[config.mk]
export PLATFORM = sky130hd
export DESIGN_NAME = wave_capture
export DESIGN_NICKNAME = d
export VERILOG_FILES = /design/src/rtl/wave_capture.sv
export SDC_FILE = /design/constraint.sdc
export NUM_CORES = 1
export LEC_CHECK = 0
export CORE_AREA = 2 2 60 56
export DETAILED_ROUTE_END_ITERATION = 16
export DIE_AREA = 0 0 62 58
export GPL_ROUTABILITY_DRIVEN = 0
export PLACE_DENSITY = 0.76
export SYNTH_ARGS = -nofsm -noshare
export SYNTH_HDL_FRONTEND = slang
export SYNTH_SLANG_ARGS = --single-unit
[constraint.sdc]
create_clock -name clk -period 1.5 [get_ports clk]
set_input_delay 0.3 -clock clk [delete_from_list [all_inputs] [get_ports clk]]
set_output_delay 0.3 -clock clk [all_outputs]
set_load 0.005 [all_outputs]
[src/rtl/wave_capture.sv]
// Triggered waveform capture into a double-buffered 512-entry RAM.
// Captures 256 samples after a negative-to-non-negative crossing, then waits for display blanking to swap halves.
module wave_capture #(
  parameter int SAMPLE_W = 16
) (
  input  logic                clk,
  input  logic                reset,
  input  logic                new_sample_ready,
  input  logic [SAMPLE_W-1:0] new_sample_in,
  input  logic                wave_display_idle,
  output logic [8:0]          write_address,
  output logic                write_enable,
  output logic [7:0]          write_sample,
  output logic                read_index
);

  typedef enum logic [1:0] {
    ST_ARMED  = 2'd0,
    ST_ACTIVE = 2'd1,
    ST_WAIT   = 2'd2
  } state_t;

  state_t              r_state;
  state_t              w_state_nxt;
  logic [SAMPLE_W-1:0] r_prev_sample;
  logic                r_idle_d;
  logic [7:0]          r_count;
  logic                r_read_index;
  logic                r_write_enable;
  logic [8:0]          r_write_address;
  logic [7:0]          r_write_sample;

  logic                w_trigger;
  logic                w_idle_rise;
  logic [7:0]          w_sample_byte;
  logic [7:0]          w_count_nxt;
  logic                w_read_index_nxt;
  logic                w_we_nxt;
  logic [8:0]          w_waddr_nxt;
  logic [7:0]          w_wsample_nxt;
  logic                w_unused_prev_lsbs;

  // Only the sign of the previous sample matters for the trigger.
  assign w_unused_prev_lsbs = ^r_prev_sample[SAMPLE_W-2:0];

  assign w_trigger     = new_sample_ready & r_prev_sample[SAMPLE_W-1] & ~new_sample_in[SAMPLE_W-1];
  assign w_idle_rise   = wave_display_idle & ~r_idle_d;
  assign w_sample_byte = {~new_sample_in[SAMPLE_W-1], new_sample_in[SAMPLE_W-2:SAMPLE_W-8]};

  always_ff @(posedge clk or negedge reset) begin
    if (!reset) begin
      r_state <= ST_ARMED;
    end else begin
      r_state <= w_state_nxt;
    end
  end

  always_comb begin
    w_state_nxt = r_state;
    case (r_state)
      ST_ARMED: begin
        if (w_trigger) w_state_nxt = ST_ACTIVE;
        else           w_state_nxt = ST_ARMED;
      end
      ST_ACTIVE: begin
        if (new_sample_ready && (r_count == 8'hFF)) w_state_nxt = ST_WAIT;
        else                                        w_state_nxt = ST_ACTIVE;
      end
      ST_WAIT: begin
        if (w_idle_rise) w_state_nxt = ST_ARMED;
        else             w_state_nxt = ST_WAIT;
      end
      default: w_state_nxt = ST_ARMED;
    endcase
  end

  // Next values for the registered RAM-side outputs, counter and buffer select.
  always_comb begin
    w_count_nxt      = r_count;
    w_read_index_nxt = r_read_index;
    w_we_nxt         = 1'b0;
    w_waddr_nxt      = r_write_address;
    w_wsample_nxt    = r_write_sample;
    case (r_state)
      ST_ARMED: begin
        if (w_trigger) w_count_nxt = 8'd0;
        else           w_count_nxt = r_count;
      end
      ST_ACTIVE: begin
        if (new_sample_ready) begin
          w_we_nxt      = 1'b1;
          w_waddr_nxt   = {~r_read_index, r_count};
          w_wsample_nxt = w_sample_byte;
          w_count_nxt   = r_count + 8'd1;
        end else begin
          w_we_nxt      = 1'b0;
        end
      end
      ST_WAIT: begin
        if (w_idle_rise) w_read_index_nxt = ~r_read_index;
        else             w_read_index_nxt = r_read_index;
      end
      default: begin
        w_count_nxt = 8'd0;
      end
    endcase
  end

  always_ff @(posedge clk or negedge reset) begin
    if (!reset) begin
      r_prev_sample   <= '0;
      r_idle_d        <= 1'b0;
      r_count         <= 8'd0;
      r_read_index    <= 1'b0;
      r_write_enable  <= 1'b0;
      r_write_address <= 9'd0;
      r_write_sample  <= 8'd0;
    end else begin
      if (new_sample_ready) r_prev_sample <= new_sample_in;
      r_idle_d        <= wave_display_idle;
      r_count         <= w_count_nxt;
      r_read_index    <= w_read_index_nxt;
      r_write_enable  <= w_we_nxt;
      r_write_address <= w_waddr_nxt;
      r_write_sample  <= w_wsample_nxt;
    end
  end

  assign write_address = r_write_address;
  assign write_enable  = r_write_enable;
  assign write_sample  = r_write_sample;
  assign read_index    = r_read_index;

endmodule

Word-level counts from Yosys, hierarchy flattened:

Index checks and enable logic that the tools add are counted.

* $add $sub $neg: 1
* eq/ne operators: 5
* mux-type cells: 9
* bitwise operators: 7
* reduce and logical (&&, ||, !) cells: 5

Operators with widths (count)
* one-hot mux 8 bit (3 select lines): 1
* two-way mux 8 bit: 2
* adder 8 x 1 -> 8 bit, second input constant: 1
* == test 8 bit, second input constant: 1
* one-hot mux 2 bit (3 select lines): 1
* two-way mux 2 bit: 2
* != test 2 bit, second input constant: 2
* inverter 1 bit: 4
* AND reduction 2 bit: 2
* AND 1 bit: 3
* two-way mux 1 bit: 3
* AND reduction 3 bit: 1
* == test 2 x 1 -> 1 bit, second input constant: 1
* == test 2 bit, second input constant: 1
* logical NOT 2 bit: 1
* logical AND 1 bit: 1

* register bits: 46
* input bits: 20
* output and inout port bits: 19

Longest topological paths before layout:

* word-level depth: 4
* mapped depth: 6
* depth with buffers taken out: 4

Least setup slack after synthesis:

No wires, ideal clock.

* path kind: register to register
* from: reg r_state[1]
* to: reg r_count[6]
* arrival time: 1.269 ns
* path slack: 0.151 ns
* stages on the path, launching flop included: 5
* period minus slack after synthesis: 1.349 ns
* cell sequence: dfrtp_1 -> nand3b_4 -> buf_6 -> or4_4 -> o211ai_2

* word-level cells in the longest chain between the ends: 3
* elaborated cells on any way between the ends: 8
* classes of those cells: eq/ne (4); mux (1); bitwise (1); reduce/logical (2)

RTL lines
* start, declared: line 23 `state_t r_state;`
* start signal, assigned: line 54 `r_state <= w_state_nxt;`
* == test 2 x 1 -> 1 bit (tied with other cells): line 84 `case (r_state)`
* != test 2 bit (no line) or inverter 1 bit (tied branches)
* AND reduction 3 bit (no line)
* end signal, assigned: line 121 `r_count <= w_count_nxt;`
* end, declared: line 27 `logic [7:0] r_count;`

Several ways; a longest one is shown, not always the timed one.
A chain may end at the register's enable or synchronous reset.

Worst setup path after layout:

* from: reg r_state[1]
* to: reg r_count[4]

Same word-level chain as after synthesis.

==> impl_results.md <==
- WP data arrival: 1.62 ns
- Status: completed
- FF-to-FF Start: r_state[1]
- Final Critical Period: 1.41 ns
- Biggest area consumer among synthesized cells: dfrtp_1
- Ratio of cells with drive above 1 in the final layout: 0.154
- Max Slew Vio Count: 0
- Final setup fails: 0
- Dpl hpwl: 1940 um
- TritonRoute pass-1 iters: 4
- Wire length per cell: 12.7 um
- Initial core utilization: 0.446
- TritonCTS clock tree: yes
- Design area: 0.00185 sq mm
- Antenna Violating Nets Remaining: 0
- Root Driver: clkbuf_4
- Leakage power: 1.02 nW
- DR DRC count: 0
- Synth top area share: 0.585
- Area grow syn2layout: 39.3%
- Final Skew: 0.00784 ns
- WS Path Type: register to register
- Io pins: 39
- Least-Margin Pin Slew: 0.386 ns
- CTS clock-pin slew for the worst setup and hold paths: 0.09 ns
- WHS: 0.350 ns
- Clock sink count: 31
- PwrDens: 1190 mW/mm^2
- Largest net degree at the start of global routing: 32
- DR iter-0 viols: 29
- Library cells used by synthesis: 32
- Final hold vios: 0
- CTS buffer count: 5
- Number of vias per cell: 4.94
- Hold WC Path Type: input port to asynchronous set/reset pin
- GRT Total Usage: 0.174
- Worst setup SP type: register
- Seq/Total Area, Yosys: 0.585
- Final period util: 0.942
- Synth Register Bits: 31
- DRT Wirelength: 2850 um
- Nets: 202
- Die Area: 0.00360 sq mm
- Syn avg cell area: 10.0 sq um
- RSZ-0062 raised after global routing: no
- Global-route wire length before repair: 4500 um
- Number of port buffers: 30
- # diodes: 0
- F_max: 0.708 GHz
- Req. time, crit path: 1.71 ns
- Total power: 0.00221 W
- Largest cells by area after synthesis: dfrtp_1 58%, nand2_1 12%, o21ai_0 3.8%
- Total gr overflow: 0
- H-tree lvl count: 2
- VDD IR max: 0.633 mV
- Clk_lat worst skew: 0.33 ns
- Die width: 62 um
- MaxCap Viol Count: 0
- Crit end category: register
- Worst Setup SP: r_state[1]
- Post-Layout Cell Count: 224
- Placed cell areas: 0.00171 sq mm
- Synthesized area: 0.00133 sq mm
- Deepest clock path buffer count: 2
- Vias in the first global route: 1,045
- Row cnt: 19
- Syn. warnings: 0
- Post-placement cell count: 208
- Die height: 58 um
- Routed via count: 1,106
- Syn_nets: 153
- Crit path max fanout: 5
- CORE AREA: 0.00297 sq mm
- Initial antenna violation count: 0
- Syn Inst Count: 132
- Fin util: 0.622
- Max-Slew Margin vs Limit: 0.743
## per-layer routing
| metal | global-route usage | wire length, um | vias to the layer above |
|---|---|---|---|
| met5 | 0 | 0 | - |
| met4 | 0.0578 | 46 | 0 |
| met3 | 0.0848 | 138 | 6 |
| met2 | 0.280 | 1390 | 30 |
| met1 | 0.202 | 1270 | 522 |
| li1 | - | - | 548 |
## flip-flops by register name, indices dropped and copies added (netlist names)
name,cells
write_enable,1
r_count,8
read_index,1
r_state,2
r_idle_d,1
write_address,9
r_prev_sample,1
write_sample,8
## cell families (layout without fill, tap and decap cells)
logic type | count (synthesis) | in the layout | synth area share
multiplexers | 2 | 2 | 0.0160
AO/OA/AOI/OAI | 25 | 25 | 0.126
AND/OR/NAND/NOR | 59 | 59 | 0.212
flip-flops | 31 | 31 | 0.585
adder cells (fa/ha/maj) | 1 | 1 | 0.00943
XOR/XNOR | 1 | 1 | 0.00660
buffers and inverters | 13 | 63 | 0.0443
## stage by stage
stage | setup slack [ns] | setup TNS, ns
floorplan | 0.151 | 0
global placement | -0.237 | -2.84
detailed placement | -0.260 | -3.32
CTS | 0.000516 | 0
global route | 0.0139 | 0
finish | 0.0868 | 0
## area by class of cell
class | instances | area (sq um)
clock buffers | 7 | 45.0
repair buffers | 46 | 442
multi-input cells | 88 | 494
clock inverters | 1 | 5.00
inverters | 9 | 33.8
fillers | 252 | 1120
well taps | 42 | 52.6
flip-flops and latches | 31 | 776
## cells in the mapped netlist (all sizes together)
| cell type | number |
|---|---|
| mux2 | 1 |
| or3b | 1 |
| o21ai | 10 |
| inv | 9 |
| clkbuf | 1 |
| nand4 | 1 |
| o211ai | 4 |
| nand3b | 2 |
| ha | 1 |
| nor2b | 2 |
| a31oi | 2 |
| and4 | 1 |
| o32ai | 1 |
| xor2 | 1 |
| nand2 | 42 |
| nand3 | 3 |
| mux2i | 1 |
| a211o | 1 |
| dfrtp | 31 |
| a21oi | 3 |
| o21a | 1 |
| buf | 3 |
| or4 | 2 |
| a221oi | 3 |
| nor2 | 2 |
| or3 | 1 |
| and3 | 2 |
## critical path, stage by stage, from the launching register on
cell and delay (ns):
dfrtp_1 0.43, or3b_4 0.44, a221oi_1 0.31, o21ai_0 0.12
## path summary, 6_finish.rpt
kind	to	slack, ns	cells after the start
setup / recovery	r_count[4]	0.09	3
max in group asynchronous	read_index	0.86	2
hold / removal	write_enable	0.35	2
min in group clk	r_idle_d	0.43	1
hold reg to reg	write_sample[0]	0.48	2
setup reg to reg	r_count[4]	0.09	3
## layout by cell type (no fill, tap or decap), types with 2 or more instances in the layout
cell	Yosys	layout
and3_1	2	2
dlygate4sd2_1	0	7
clkbuf_1	1	2
nor2_1	2	2
clkbuf_4	0	5
nor2b_1	2	2
a31oi_1	2	2
dfrtp_1	31	31
inv_1	9	9
o211ai_1	3	3
nand3_1	3	3
nand2_1	42	42
dlymetal6s2s_1	0	12
buf_4	0	16
a221oi_1	3	3
clkdlybuf4s50_1	0	11
o21ai_0	10	10
a21oi_1	2	2
## where the power goes
part           internal (W)  leakage (nW)  total (W)  switching (W)
Sequential          0.00100         0.370    0.00114       0.000130
Combinational      0.000337         0.621   0.000613       0.000276
Clock              0.000182        0.0293   0.000457       0.000274
Total               0.00152          1.02    0.00221       0.000681
## timing repair
item | 4_1_cts | 5_1_grt
gates cloned | 0 | 0
gates resized for setup | 7 | 13
hold buffers | 0 | 0
buffers inserted | 6 | 2
endpoints found under the setup margin | 12 | 14
Note: power is estimated with default switching activity, not from simulation.
